===== src/rtl/uart_rx_fifo.sv =====
// uart_rx_fifo: oversampled UART receiver feeding a flagged receive FIFO with RTS flow control.
// Line-break detection is compiled in when UART_RX_BREAK_DET_EN is defined.
module uart_rx_fifo #(
  parameter int unsigned OSR        = 16,
  parameter int unsigned FIFO_DEPTH = 8,
  parameter int unsigned RTS_THRESH = 6
) (
  input  logic                            clk,
  input  logic                            rst_n,
  input  logic                            tick,
  input  logic                            rx,
  input  logic [1:0]                      data_bit_num,
  input  logic                            stop_bit_num,
  input  logic                            parity_en,
  input  logic                            parity_type,
  output logic [7:0]                      rx_data,
  output logic                            rx_perr,
  output logic                            rx_ferr,
  output logic                            rx_valid,
  input  logic                            rx_ready,
  output logic [$clog2(FIFO_DEPTH+1)-1:0] fifo_level,
  output logic                            overrun,
  input  logic                            ovr_clr,
  output logic                            rts_n,
  output logic                            break_det
);

  localparam int unsigned CntW = $clog2(OSR);
  localparam int unsigned PtrW = $clog2(FIFO_DEPTH);
  localparam int unsigned LvlW = $clog2(FIFO_DEPTH + 1);
  localparam logic [CntW-1:0] HalfCnt = CntW'(OSR / 2 - 1);
  localparam logic [CntW-1:0] LastCnt = CntW'(OSR - 1);

  typedef enum logic [2:0] {
    StIdle,
    StStart,
    StData,
    StParity,
    StStop
`ifdef UART_RX_BREAK_DET_EN
    , StBrk
`endif
  } state_e;

  // Two-flop synchroniser; resets to the idle (mark) level so reset never looks like a start bit.
  logic rx_meta_q, rxs_q;

  always_ff @(posedge clk or negedge rst_n) begin
    if (!rst_n) begin
      rx_meta_q <= 1'b1;
      rxs_q     <= 1'b1;
    end else begin
      rx_meta_q <= rx;
      rxs_q     <= rx_meta_q;
    end
  end

  state_e          state_q, state_d;
  logic [CntW-1:0] tick_cnt_q, tick_cnt_d;
  logic [2:0]      bit_cnt_q, bit_cnt_d;
  logic            stop_cnt_q, stop_cnt_d;
  logic [7:0]      data_q, data_d;
  logic            perr_q, perr_d;
  logic            ferr_q, ferr_d;
  logic [1:0]      cfg_dbits_q, cfg_dbits_d;
  logic            cfg_stop_q, cfg_stop_d;
  logic            cfg_pen_q, cfg_pen_d;
  logic            cfg_ptype_q, cfg_ptype_d;
  logic            stop_ferr;
  logic            push;
  logic [9:0]      push_word;

  assign stop_ferr = ferr_q | ~rxs_q;
  assign push_word = {perr_q, stop_ferr, data_q};

`ifdef UART_RX_BREAK_DET_EN
  logic par_bit_q, par_bit_d;
  logic brk_hit;
  logic break_det_q;
`endif

  always_comb begin
    state_d     = state_q;
    tick_cnt_d  = tick_cnt_q;
    bit_cnt_d   = bit_cnt_q;
    stop_cnt_d  = stop_cnt_q;
    data_d      = data_q;
    perr_d      = perr_q;
    ferr_d      = ferr_q;
    cfg_dbits_d = cfg_dbits_q;
    cfg_stop_d  = cfg_stop_q;
    cfg_pen_d   = cfg_pen_q;
    cfg_ptype_d = cfg_ptype_q;
    push        = 1'b0;
`ifdef UART_RX_BREAK_DET_EN
    par_bit_d   = par_bit_q;
    brk_hit     = 1'b0;
`endif
    if (tick) begin
      tick_cnt_d = tick_cnt_q + CntW'(1);
      unique case (state_q)
        StIdle: begin
          tick_cnt_d = '0;
          if (!rxs_q) begin
            state_d     = StStart;
            cfg_dbits_d = data_bit_num;
            cfg_stop_d  = stop_bit_num;
            cfg_pen_d   = parity_en;
            cfg_ptype_d = parity_type;
            data_d      = '0;
            perr_d      = 1'b0;
            ferr_d      = 1'b0;
            bit_cnt_d   = '0;
            stop_cnt_d  = 1'b0;
`ifdef UART_RX_BREAK_DET_EN
            par_bit_d   = 1'b0;
`endif
          end
        end
        StStart: begin
          if (tick_cnt_q == HalfCnt) begin
            tick_cnt_d = '0;
            state_d    = rxs_q ? StIdle : StData;
          end
        end
        StData: begin
          if (tick_cnt_q == LastCnt) begin
            tick_cnt_d        = '0;
            data_d[bit_cnt_q] = rxs_q;
            bit_cnt_d         = bit_cnt_q + 3'd1;
            // {1, dbits} is the index of the last data bit (4..7).
            if (bit_cnt_q == {1'b1, cfg_dbits_q}) begin
              state_d = cfg_pen_q ? StParity : StStop;
            end
          end
        end
        StParity: begin
          if (tick_cnt_q == LastCnt) begin
            tick_cnt_d = '0;
            perr_d     = ((^data_q) ^ rxs_q) != cfg_ptype_q;
            state_d    = StStop;
`ifdef UART_RX_BREAK_DET_EN
            par_bit_d  = rxs_q;
`endif
          end
        end
        StStop: begin
          if (tick_cnt_q == LastCnt) begin
            tick_cnt_d = '0;
            ferr_d     = stop_ferr;
            if (stop_cnt_q == cfg_stop_q) begin
              state_d = StIdle;
`ifdef UART_RX_BREAK_DET_EN
              if ((data_q == 8'h00) && !par_bit_q && stop_ferr) begin
                brk_hit = 1'b1;
                state_d = StBrk;
              end else begin
                push = 1'b1;
              end
`else
              push = 1'b1;
`endif
            end else begin
              stop_cnt_d = 1'b1;
            end
          end
        end
`ifdef UART_RX_BREAK_DET_EN
        StBrk: begin
          tick_cnt_d = '0;
          if (rxs_q) state_d = StIdle;
        end
`endif
        default: begin
          tick_cnt_d = '0;
          state_d    = StIdle;
        end
      endcase
    end
  end

  always_ff @(posedge clk or negedge rst_n) begin
    if (!rst_n) begin
      state_q     <= StIdle;
      tick_cnt_q  <= '0;
      bit_cnt_q   <= '0;
      stop_cnt_q  <= 1'b0;
      data_q      <= '0;
      perr_q      <= 1'b0;
      ferr_q      <= 1'b0;
      cfg_dbits_q <= '0;
      cfg_stop_q  <= 1'b0;
      cfg_pen_q   <= 1'b0;
      cfg_ptype_q <= 1'b0;
    end else begin
      state_q     <= state_d;
      tick_cnt_q  <= tick_cnt_d;
      bit_cnt_q   <= bit_cnt_d;
      stop_cnt_q  <= stop_cnt_d;
      data_q      <= data_d;
      perr_q      <= perr_d;
      ferr_q      <= ferr_d;
      cfg_dbits_q <= cfg_dbits_d;
      cfg_stop_q  <= cfg_stop_d;
      cfg_pen_q   <= cfg_pen_d;
      cfg_ptype_q <= cfg_ptype_d;
    end
  end

`ifdef UART_RX_BREAK_DET_EN
  always_ff @(posedge clk or negedge rst_n) begin
    if (!rst_n) begin
      par_bit_q   <= 1'b0;
      break_det_q <= 1'b0;
    end else begin
      par_bit_q   <= par_bit_d;
      break_det_q <= brk_hit;
    end
  end

  assign break_det = break_det_q;
`else
  assign break_det = 1'b0;
`endif

  // Receive FIFO: show-ahead, head is read straight out of the storage flops.
  logic [9:0]      mem_q [FIFO_DEPTH];
  logic [PtrW-1:0] wr_ptr_q, rd_ptr_q;
  logic [LvlW-1:0] level_q, level_d;
  logic            full, pop, wr_en, ovr_set;
  logic            overrun_q, rts_n_q;

  assign full    = (level_q == LvlW'(FIFO_DEPTH));
  assign pop     = rx_valid & rx_ready;
  assign wr_en   = push & (~full | pop);
  assign ovr_set = push & full & ~pop;

  always_comb begin
    level_d = level_q;
    case ({wr_en, pop})
      2'b10:   level_d = level_q + LvlW'(1);
      2'b01:   level_d = level_q - LvlW'(1);
      default: level_d = level_q;
    endcase
  end

  always_ff @(posedge clk or negedge rst_n) begin
    if (!rst_n) begin
      for (int unsigned i = 0; i < FIFO_DEPTH; i++) mem_q[i] <= '0;
      wr_ptr_q  <= '0;
      rd_ptr_q  <= '0;
      level_q   <= '0;
      overrun_q <= 1'b0;
      rts_n_q   <= 1'b1;
    end else begin
      if (wr_en) begin
        mem_q[wr_ptr_q] <= push_word;
        wr_ptr_q        <= wr_ptr_q + PtrW'(1);
      end
      if (pop) rd_ptr_q <= rd_ptr_q + PtrW'(1);
      level_q <= level_d;
      if (ovr_set) begin
        overrun_q <= 1'b1;
      end else if (ovr_clr) begin
        overrun_q <= 1'b0;
      end
      rts_n_q <= (level_q >= LvlW'(RTS_THRESH));
    end
  end

  assign rx_data    = mem_q[rd_ptr_q][7:0];
  assign rx_ferr    = mem_q[rd_ptr_q][8];
  assign rx_perr    = mem_q[rd_ptr_q][9];
  assign rx_valid   = (level_q != '0);
  assign fifo_level = level_q;
  assign overrun    = overrun_q;
  assign rts_n      = rts_n_q;

endmodule

===== config.mk =====
export PLATFORM = sky130hd
export DESIGN_NAME = uart_rx_fifo
export DESIGN_NICKNAME = d
export VERILOG_FILES = /design/src/rtl/uart_rx_fifo.sv
export SDC_FILE = /design/constraint.sdc
export NUM_CORES = 1
export LEC_CHECK = 0
export ABC_AREA = 1
export ABC_CLOCK_PERIOD_IN_PS = 4100
export CAP_MARGIN = 20
export CORE_MARGIN = 3
export CORE_UTILIZATION = 55
export DETAILED_ROUTE_END_ITERATION = 8
export PLACE_DENSITY = 0.74
export SLEW_MARGIN = 40
export SYNTH_ARGS = -nofsm -noshare
export SYNTH_HDL_FRONTEND = slang
export SYNTH_SLANG_ARGS = --single-unit

===== constraint.sdc =====
create_clock -name clk -period 4.1 [get_ports clk]
set_input_delay 0.82 -clock clk [delete_from_list [all_inputs] [get_ports clk]]
set_output_delay 0.82 -clock clk [all_outputs]
set_load 0.01 [all_outputs]

* Yosys cells after proc, flatten, opt, wreduce, memory -nomap -nowiden
Index checks and enable logic that the tools add are counted.
** Word-level totals
- Input port bits :: 11
- Output and inout port bits :: 18
- Word-level logic and storage cells :: 130
- Register bits :: 120
** Cells by class
- Bitwise operators :: 12
- Reductions and logical operators :: 17
- Order comparisons :: 6
- Add/sub/neg operators :: 6
- Mux-type cells :: 43
- Eq/ne operators :: 20
** Operators by type and width (count)
- bitwise mux 80 bit :: 1
- binary-select mux 10 bit (select 3 bit) :: 1
- demux 10 bit (select 3 bit) :: 1
- 2-to-1 mux 10 bit :: 3
- 2-to-1 mux 3 bit :: 10
- 2-to-1 mux 8 bit :: 2
- != test 2 bit, second input constant :: 8
- one-hot mux 4 bit (2 select lines) :: 2
- one-hot mux 8 bit (2 select lines) :: 1
- one-hot mux 3 bit (5 select lines) :: 1
- 2-to-1 mux 1 bit :: 12
- AND reduction 4 bit :: 3
- nonzero test 2 bit :: 5
- adder 3 x 1 -> 3 bit, second input constant :: 3
- adder 4 x 1 -> 4 bit, second input constant :: 2
- bitwise mux 8 bit :: 1
- equality test 4 bit, second input constant :: 2
- >= comparator 4 bit, second input constant :: 2
- 2-to-1 mux 4 bit :: 2
- NOT 3 -> 4 bit :: 2
- AND reduction 8 bit :: 1
- parity 8 bit :: 1
- equality test 3 x 2 -> 1 bit, second input constant :: 2
- one-hot mux 1 bit (2 select lines) :: 3
- other kinds (26) :: 33

* Logic depth before layout (Yosys ltp)
Gate-level depths: netlist of run 1.
- Word-level depth :: 8
- Gate-level depth with buffers :: 13
- Mapped depth without buffers :: 13

* Worst setup path after synthesis of run 1
Ideal clock, no wire load.
- Path type :: input port to flip-flop
- Start :: in tick
- End :: reg level_q[2] (netlist: fifo_level[2])
- Library setup time :: 0.127 ns
- Arrival :: 2.372 ns
- Slack :: 1.601 ns
- Data required time :: 3.973 ns
- Path buffers :: 0
- Cell stages on the path :: 9
- Cell sequence :: inv_1 nor3_4 nand2_1 ha_1 xor2_1 ha_1 a21oi_1 xor2_1 o21ai_0
** On the way
- Cells in the longest elaborated chain, start to end :: 4
- Elaborated cells between the ends (all ways) :: 6
- Classes of those cells :: 2 x eq/ne; 2 x mux; 1 x bitwise; 1 x reduce/logical
** RTL lines
- from (decl) :: RTL line 10 : input logic tick,
- 2-to-1 mux 1 bit * :: RTL line 99 : if (tick) begin
- AND 1 bit * :: RTL line 235 : assign wr_en = push & (~full | pop);
- equality test 2 x 1 -> 1 bit / equality test 2 bit (equally long branches) :: RTL line 240 : case ({wr_en, pop})
- one-hot mux 4 bit (2 select lines) / nonzero test 2 bit (equally long branches)
- to (signal assigned) :: RTL line 261 : level_q <= level_d;
- to (decl) :: RTL line 229 : logic [LvlW-1:0] level_q, level_d;
Every way passes the cells marked *; elsewhere a longest branch is shown, timed or not.
A chain may end at the register's enable or synchronous reset.

* Final worst setup path of run 1
- Start :: reg rd_ptr_q[0]
- End :: out rx_data[2]
** On the way
- Cells in the longest elaborated chain, start to end :: 4
** RTL lines
- from (decl) :: RTL line 228 : logic [PtrW-1:0] wr_ptr_q, rd_ptr_q;
- from (signal assigned) :: RTL line 260 : if (pop) rd_ptr_q <= rd_ptr_q + PtrW'(1);
- NOT 3 -> 4 bit (not written as such) :: RTL line 271 : assign rx_data = mem_q[rd_ptr_q][7:0];
- binary-select mux 10 bit (select 3 bit) :: RTL line 271
- 2-to-1 mux 10 bit (2 in series)
- to (decl) :: RTL line 16 : output logic [7:0] rx_data,
No other way between the ends. The select of a mux whose other input is x is not followed.

==> qor.csv, run 1 <==
stage;metric;value;unit
outcome;status;finished, final reports clean;
clock_network;post_cts_resized;0;
global_routing;grt_usage;25.7;%
timing;finalCritPeriodShare;84.4;%
global_routing;grt_pass1_wl;23600;um
die;fp-row-count;36;
clock_network;root_buffer;clkbuf_8;
global_routing;grt_pass1_vias;4961;
global_routing;grt_overflow;0;
detailed_routing;wl_met1;5950;um
clock_network;cts_tree;done;
detailed_routing;viasPerCell;5.71;
pwr;power.density;683;nW/um2
worst_setup_path;reg2reg_depth;12;
detailed_routing;drc;0;
worst_setup_path;cp_max_fo;22;
synth;avgSynthCellArea;8.04;um2
synth;synth_top_area_share;50.5;%
timing;holdWs;0.356;ns
pwr;vdd_drop_max;0.454;mV
timing;setup_viol;0;
detailed_routing;postRouteAntennaNets;0;
synth;ys_warn_count;0;
detailed_routing;dr.max_layer_used;met4;
timing;hold_viol;0;
timing;skew;0.00909;ns
timing;fin_crit;3.46;ns
detailed_routing;wl_met2;6720;um
timing;rsz0062_at_grt;false;
cells_and_area;fill_cells;831;
place;preCtsSetupSlack;0.710;ns
detailed_routing;wl_per_cell;15.4;um
cells_and_area;final_area;6820;um2
run;drv_cap;0;
cells_and_area;area_growth;17.7;%
synth;syn_inst;721;
cells_and_area;regArea;3010;um2
synth;synth_common_cells;nand2_1, o21ai_0, dfrtp_1, nor2_1, inv_1;
timing;worst_slack;0.639;ns
global_routing;grt_start_max_net_pins;59;
die;fp.coreArea;10000;um2
worst_setup_path;cp-end-kind;primary output;
detailed_routing;drt_iter0_markers;402;
detailed_routing;dr.pass1.iters;5;
timing;report.final.slew_viol_count;0;
die;die-area;11800;um2
clock_network;clk_path_buf_depth;2;
place;place_area;6140;um2
worst_setup_path;path_class;reg2out;
detailed_routing;routed_wl;13700;um
synth;synth_edf_count;0;
synth;ys_types;26;
synth;synth_fp_nets;739;
die;num_io_pins;29;
synth;async_flop_share;100;%
timing;setup_tns;0;ns
synth;syn_area;5800;um2
worst_setup_path;cp.required;3.28;ns
cells_and_area;n_antenna_cell;0;
clock_network;post_cts_buffers;0;
place;dp_hpwl;8670;um
synth;synth_top_flop_cell;dfrtp_1;
timing;tightest_slew;0.829;ns
worst_setup_path;start_kind;flop;
clock_network;cts_made_buffers;17;
place;place_congestion;0.897;
synth;synth-seq-area-share;51.9;%
worst_hold_path;hold_path_class;in2async;
worst_setup_path;critPathArrivalTime;2.64;ns
global_routing;antenna_found_initial;0;
place;numPortBuffers;27;
timing;worst_slew_margin_rel;44.6;%
clock_network;clkSlewWorstSetupHoldPaths;0.06;ns
synth;yosysMostFrequentCell;nand2_1;
synth;ys_ff_latch;120;
worst_setup_path;reg2reg_from;tick_cnt_q[0];
clock_network;htreeDepth;4;
die;fp.dieW;109;um
synth;yosys.area.top_type;dfrtp_1;
pwr;power_leakage;3.20;nW
clock_network;clk_latency;0.52;ns
clock_network;clock-sinks;120;
die;die_y;109;um
cells_and_area;drive_above_1_share;6.77;%
synth;synth_area_leaders;dfrtp_1, nand2_1, o21ai_0, nor2_1, o32ai_1;
clock_network;hold_buffers;0;
timing;clock.fmax;289;MHz
cells_and_area;fin_nets;759;
detailed_routing;route.met3.wl;711;um
detailed_routing;num_vias;5062;
worst_setup_path;startpoint;rd_ptr_q[0];
die;initial_core_util;58.0;%
cells_and_area;multi_input_area;2490;um2
area by class of cell:
class                      count  area share, %
clock inverter                13           3.69
clock buffer                  18           6.13
sequential                   120           44.1
inverter                      41           2.26
timing repair buffer          36           4.92
multi-input combinational    525           36.5
tap                          133           2.44
cell usage in the layout, fill, tap and decap left out:
cell type / synthesis / routed
xor2_1: 8 / 8
o32ai_1: 20 / 20
clkinv_2: 0 / 2
clkinv_4: 0 / 1
clkbuf_16: 0 / 16
dfrtp_1: 117 / 117
buf_4: 1 / 10
clkinvlp_4: 0 / 3
a21oi_1: 15 / 15
dfstp_2: 3 / 3
nor3_4: 1 / 1
nor2_2: 2 / 2
o211ai_1: 2 / 2
nor3_1: 8 / 8
o21ai_0: 121 / 121
xnor2_1: 4 / 4
ha_1: 7 / 7
nor2_1: 91 / 91
nand3_1: 32 / 30
inv_1: 41 / 41
nand2_1: 203 / 203
o22ai_1: 1 / 1
conb_1: 1 / 1
clkdlybuf4s50_1: 0 / 26
clkbuf_1: 14 / 1
nand4_2: 1 / 1
clkbuf_8: 0 / 1
nand3_2: 0 / 2
bufinv_16: 0 / 7
nand4_1: 6 / 6
mux2_2: 2 / 2
per-layer routing:
metal | up-vias | global-route usage (%)
met1 | 2454 | 33.8
met2 | 151 | 42.5
li1 | 2428 | -
met3 | 29 | 6.16
met5 | - | 0
met4 | 0 | 8.12
power by group:
| part | internal (W) | switching (W) | leakage [nW] | total (W) |
|---|---|---|---|---|
| Clock | 0.00117 | 0.000523 | 0.317 | 0.00169 |
| Combinational | 0.000593 | 0.000894 | 1.26 | 0.00149 |
| Sequential | 0.00131 | 0.000170 | 1.62 | 0.00148 |
through the flow:
stage               cells  total power, W  util (%)
detailed placement    855         0.00297      61.4
global placement      855         0.00293      61.4
CTS                   886         0.00467      68.1
global route          886         0.00496      68.2
finish                886         0.00466      68.2
floorplan             721         0.00243         -
flip-flops by register name, indices dropped and copies added, names as in the netlist, 3 cells and up:
name        count
rd_ptr_q        3
fifo_level      4
tick_cnt_q      4
bit_cnt_q       3
data_q          8
state_q         3
wr_ptr_q        3
mem_q          80
worst paths after layout:
path	to	slack (ns)
hold reg to reg	rxs_q	0.36
setup reg to reg	fifo_level[2]	1.28
hold / removal	mem_q[37]	0.36
max in group asynchronous	rts_n	2.81
setup / recovery	rx_data[2]	0.64
min in group clk	rxs_q	0.36
critical path, cell delays in order (launching register included):
cell             delay, ns
dfrtp_1               0.59
inv_1                 0.16
buf_4                 0.28
nor2_1                0.07
o32ai_1               0.25
nand2_1               0.09
nand2_1               0.13
clkdlybuf4s50_1       0.55
cells by family after synthesis:
| kind of cell | count (synthesis) | share of synthesized area (%) |
|---|---|---|
| xor+xnor | 12 | 1.81 |
| simple gates | 344 | 23.9 |
| buf+inv | 76 | 5.35 |
| fa+ha+maj | 7 | 1.51 |
| other cells | 1 | 0.0647 |
| flops | 120 | 51.9 |
| compound gates | 159 | 15.1 |
| mux | 2 | 0.389 |
(Power assumes the default switching activity.)
==> inputs of run 2 (changes only) <==
Settings changed: ABC_CLOCK_PERIOD_IN_PS 4100 to 3340.
Clock period 4.1 ns to 3.34 ns, I/O delays scaled along.
==> run 2 against run 1 <==
- via count shrank 1.8%
- combinational power grew 28%
- worst hold slack lost 0.23 ns
- sequential power grew 20%
- critical path depth shrank 1
- largest power group is now combinational cells
==> qor.csv, run 2 (synthesized netlist as in run 1, its figures left out) <==
stage;metric;value;unit
die;die-area;11800;um2
die;num_io_pins;29;
detailed_routing;num_vias;4971;
cells_and_area;final_cell_mix;nand2_1, o21ai_0, dfrtp_1;
timing;clock.fmax;314;MHz
timing;fin_crit;3.19;ns
timing;skew;0.00790;ns
worst_setup_path;start_kind;flop;
global_routing;grt_pass1_wl;23000;um
cells_and_area;regArea;3010;um2
detailed_routing;dr.pass1.iters;5;
timing;worst_slew_margin_rel;63.9;%
global_routing;use_met1;32.9;%
clock_network;cts_made_buffers;17;
cells_and_area;area_growth;17.6;%
timing;hold_viol;0;
timing;tightest_slew;0.540;ns
global_routing;grtUsageMet3;4.56;%
worst_setup_path;reg2reg_depth;11;
die;initial_core_util;58.0;%
cells_and_area;final_common_cell;nand2_1;
detailed_routing;drc;0;
timing;setup_tns;0;ns
global_routing;grt_pass1_vias;4765;
pwr;p_sw;0.00198;W
detailed_routing;wl_per_cell;15.1;um
worst_setup_path;path_class;reg2out;
global_routing;grt_util_met2;41.9;%
clock_network;clock-sinks;120;
die;die_y;109;um
outcome;status;finished, final reports clean;
clock_network;clkSlewWorstSetupHoldPaths;0.06;ns
die;fp.coreArea;10000;um2
pwr;total_power;0.00545;W
cells_and_area;multi_input_area;2480;um2
place;dp_cells;861;
pwr;cell_internal_pwr;0.00347;W
cells_and_area;fill_cells;811;
place;dp_hpwl;8580;um
worst_setup_path;critPathArrivalTime;2.52;ns
clock_network;root_buffer;clkbuf_8;
worst_hold_path;hold_path_class;in2async;
pwr;power.density;800;nW/um2
worst_setup_path;cpMostUsedCell;nand2_1;
cells_and_area;largest_reg_flops;80;
run;drv_cap;0;
global_routing;grt_usage;24.9;%
global_routing;grt_overflow;0;
die;fp-row-count;36;
worst_setup_path;slowest_stage;clkdlybuf4s50_1;
detailed_routing;routed_wl;13500;um
cells_and_area;top_register;mem_q;
worst_setup_path;cp_max_fo;41;
clock_network;clk_latency;0.52;ns
global_routing;grt-busiest-layer;met2;
global_routing;antenna_found_initial;0;
cells_and_area;fin_nets;765;
timing;report.final.slew_viol_count;0;
timing;rsz0062_at_grt;false;
place;numPortBuffers;27;
detailed_routing;postRouteAntennaNets;0;
place;place_congestion;0.872;
pwr;power_leakage;3.20;nW
pwr;power_frac_clock;32.6;%
cells_and_area;finalNonFillerCells;893;
clock_network;cts_tree;done;
worst_setup_path;cp.required;2.67;ns
cells_and_area;drive_above_1_share;7.63;%
pwr;vdd_drop_max;0.436;mV
pwr;pwr-share-comb;34.9;%
clock_network;clk_path_buf_depth;2;
pwr;pwr-share-seq;32.5;%
clock_network;htreeDepth;4;
global_routing;grt_start_max_net_pins;67;
detailed_routing;viasPerCell;5.57;
pwr;swShare;36.3;%
detailed_routing;drt_iter0_markers;336;
timing;finalCritPeriodShare;95.4;%
cells_and_area;n_antenna_cell;0;
worst_setup_path;cp-end-kind;primary output;
timing;setup_viol;0;
worst_setup_path;crit_chain;buf_4 -> nor2_1 -> o32ai_1 -> nand2_1 -> nand2_1 -> clkdlybuf4s50_1;
clock_network;hold_buffers;0;
die;fp.dieW;109;um
worst_setup_path;critPathMaxStageDelay;0.59;ns
cells_and_area;top_regs;mem_q: 80 flops, data_q: 8 flops;
-- run 2: cell types whose count changed in the layout (fill, tap and decap cells not counted), sizes merged --
cell,change
bufinv,-5
clkinvlp,+2
buf,+6
clkbuf,+1
inv,+3
-- run 2: power by group through the flow --
stage / registers, W / logic, W / clock network [W]
6_report: 0.00177 / 0.00190 / 0.00178
4_1_cts: 0.00176 / 0.00190 / 0.00180
3_3_place_gp: 0.00178 / 0.00185 / 0
5_1_grt: 0.00180 / 0.00216 / 0.00186
3_5_place_dp: 0.00179 / 0.00188 / 0
2_1_floorplan: 0.00177 / 0.00122 / 0
-- run 2: cell type report --
type,instances,share of cell area [%]
Multi-Input combinational cell,525,36.4
Clock buffer,19,6.48
Inverter,41,2.31
Clock inverter,13,2.11
Sequential cell,120,44.1
Timing Repair Buffer,42,6.13
Tap cell,133,2.44
-- run 2: final timing paths --
| kind | end | slack, ns | start |
|---|---|---|---|
| worst max-delay path | rx_data[2] | 0.15 | rd_ptr_q[0] |
| worst min-delay path | mem_q[47] | 0.13 | rst_n |
| worst max register to register | fifo_level[2] | 0.65 | fifo_level[1] |
| worst min register to register | rxs_q | 0.36 | rx_meta_q |
| max in group asynchronous | rxs_q | 2.43 | rst_n |
| min in group clk | rxs_q | 0.36 | rx_meta_q |
-- run 2: critical path, delay by kind of cell (launching register included) --
kind            cells  cell delay [ns]
buf+inv             2             1.00
flops               1             0.39
simple gates        3             0.31
compound gates      1             0.29
-- run 2: stage by stage --
stage	util (%)	hold slack (ns)	setup slack, ns	cell area, um2
after detailed placement	62.2	0.347	0.349	6220
after CTS	68.1	0.147	0.146	6810
final	68.1	0.127	0.155	6810
after global placement	62.2	0.345	0.433	6220
after global routing	68.1	0.159	0.0102	6810
after floorplan	-	0.345	0.913	5800
-- run 2: repair_timing --
action / CTS / global route
buffers inserted: 0 / 0
gates resized for setup: 0 / 1
setup endpoints to repair: 0 / 1
-- run 2: metal layers --
| layer | routed length [um] | share of wire (%) |
|---|---|---|
| met5 | 0 | 0 |
| met2 | 6600 | 49 |
| met4 | 190 | 1.4 |
| met3 | 651 | 4.8 |
| met1 | 6020 | 45 |
==> inputs of run 3 (changes only) <==
Settings changed: CTS_CLUSTER_SIZE set to 20, DONT_BUFFER_PORTS set to 1, PLACE_DENSITY 0.74 to 0.7.
==> run 3 against run 2 <==
- via count is 3.4% lower
- wire length is 1.6% lower
- clock-buffer cell count is 5 higher
- critical path type unchanged
- largest power group is now sequential cells
- register-to-register slack worse by 0.13 ns
- cell count is 3.4% lower
==> qor.csv, run 3 (synthesized netlist as in run 1, its figures left out) <==
stage;metric;value;unit
pwr;cell_internal_pwr;0.00325;W
pwr;p_sw;0.00188;W
timing;rsz0062_at_grt;false;
clock_network;clock-sinks;120;
pwr;power.density;790;nW/um2
cells_and_area;fin_nets;735;
pwr;pwr-share-comb;30.1;%
timing;hold_viol;0;
clock_network;clk_path_buf_depth;2;
timing;finalCritPeriodShare;87.0;%
run;drv_cap;0;
clock_network;cts_made_buffers;17;
detailed_routing;num_vias;4803;
pwr;power_leakage;3.09;nW
pwr;swShare;36.7;%
die;fp-row-count;36;
worst_setup_path;cp_max_fo;29;
die;num_io_pins;29;
detailed_routing;drt_iter0_markers;333;
die;fp.dieW;109;um
place;dp_hpwl;8390;um
detailed_routing;viasPerCell;5.57;
timing;skew;0.00542;ns
global_routing;grt_overflow;0;
timing;worst_slew_margin_rel;47.6;%
worst_setup_path;startpoint;rd_ptr_q[0];
place;place_congestion;0.884;
worst_setup_path;path_class;reg2out;
timing;clock.fmax;344;MHz
timing;setup_tns;0;ns
cells_and_area;top_register;mem_q;
cells_and_area;final_common_cell;nand2_1;
die;die-area;11800;um2
worst_hold_path;hold_path_class;in2async;
detailed_routing;drc;0;
timing;setup_viol;0;
clock_network;clk_latency;0.52;ns
cells_and_area;n_antenna_cell;0;
detailed_routing;dr.pass1.iters;6;
global_routing;grt_pass1_wl;22300;um
global_routing;grt_usage;24.5;%
global_routing;grt_start_max_net_pins;121;
pwr;total_power;0.00513;W
timing;report.final.slew_viol_count;0;
pwr;power_frac_clock;34.0;%
clock_network;htreeDepth;4;
die;die_y;109;um
cells_and_area;final_cell_mix;nand2_1, o21ai_0, dfrtp_1;
outcome;status;finished, final reports clean;
pwr;vdd_drop_max;0.478;mV
clock_network;clkSlewWorstSetupHoldPaths;0.05;ns
worst_setup_path;start_kind;flop;
clock_network;post_cts_resized;0;
detailed_routing;routed_wl;13300;um
detailed_routing;wl_per_cell;15.4;um
cells_and_area;drive_above_1_share;6.85;%
timing;holdWs;0.0570;ns
worst_setup_path;critPathArrivalTime;2.24;ns
timing;tightest_slew;0.784;ns
die;fp.coreArea;10000;um2
cells_and_area;area_growth;12.0;%
cells_and_area;largest_reg_flops;80;
clock_network;root_buffer;clkbuf_8;
pwr;pwr-share-seq;36.0;%
worst_setup_path;cp-end-kind;primary output;
worst_setup_path;reg2reg_from;fifo_level[1];
timing;fin_crit;2.91;ns
cells_and_area;top_regs;mem_q: 80 flops, data_q: 8 flops;
global_routing;antenna_found_initial;0;
worst_setup_path;cp.required;2.67;ns
global_routing;grt_pass1_vias;4606;
die;initial_core_util;58.0;%
place;numPortBuffers;0;
detailed_routing;postRouteAntennaNets;0;
clock_network;cts_tree;done;
run 3: cell types whose count changed in the layout (fill, tap and decap cells not counted), moves of 2 or more:
| cell | delta |
|---|---|
| clkinvlp_4 | -5 |
| clkbuf_1 | +3 |
| clkbuf_8 | +2 |
| buf_12 | -3 |
| clkinv_2 | +3 |
| buf_4 | -2 |
| inv_6 | -4 |
| clkdlybuf4s50_1 | -26 |
run 3: area by class of cell:
cell class	count	area (um2)
multi-input cells	525	2480
flip-flops and latches	120	3010
repair buffers	12	110
fillers	832	3510
well taps	133	166
clock buffers	24	480
inverters	41	154
clock inverters	8	93.8
run 3: per-layer routing:
| metal | wire, um | GRT usage [%] |
|---|---|---|
| met1 | 5700 | 30.4 |
| met4 | 240 | 9.56 |
| met5 | 0 | 0 |
| met2 | 6560 | 41.6 |
| met3 | 751 | 5.68 |
run 3: worst max-delay path: stages, from the launching register on:
cell and delay [ns]:
dfrtp_1 0.64, buf_4 0.40, nor2_1 0.09, o32ai_1 0.32, nand2_1 0.09, nand2_1 0.18
run 3: repair_timing:
action | 4_1_cts | 5_1_grt
hold buffers | 1 | 0
buffers inserted | 0 | 0
hold endpoints to repair | 120 | 0
run 3: path summary, 6_finish.rpt:
kind	end	slack (ns)	cells after the start
hold reg to reg	rxs_q	0.35	0
min in group clk	rx_meta_q	0.15	0
setup / recovery	rx_data[2]	0.43	5
max in group asynchronous	mem_q[51]	2.75	1
hold / removal	mem_q[49]	0.06	1
setup reg to reg	fifo_level[2]	0.52	11
run 3: power groups by stage:
stage / combinational [W] / sequential, W / clock, W
finish: 0.00154 / 0.00184 / 0.00174
global route: 0.00175 / 0.00187 / 0.00184
CTS: 0.00155 / 0.00184 / 0.00177
detailed placement: 0.00150 / 0.00187 / 0
global placement: 0.00145 / 0.00186 / 0
floorplan: 0.00122 / 0.00177 / 0
run 3: per-stage QoR:
step / setup WS, ns / util [%] / instances / cell area [um2]
final: 0.434 / 64.9 / 863 / 6490
after global routing: 0.224 / 64.9 / 863 / 6490
after CTS: 0.394 / 64.9 / 863 / 6490
after detailed placement: 0.534 / 58.9 / 830 / 5890
after global placement: 0.708 / 58.9 / 830 / 5890
after floorplan: 0.913 / - / 721 / 5800
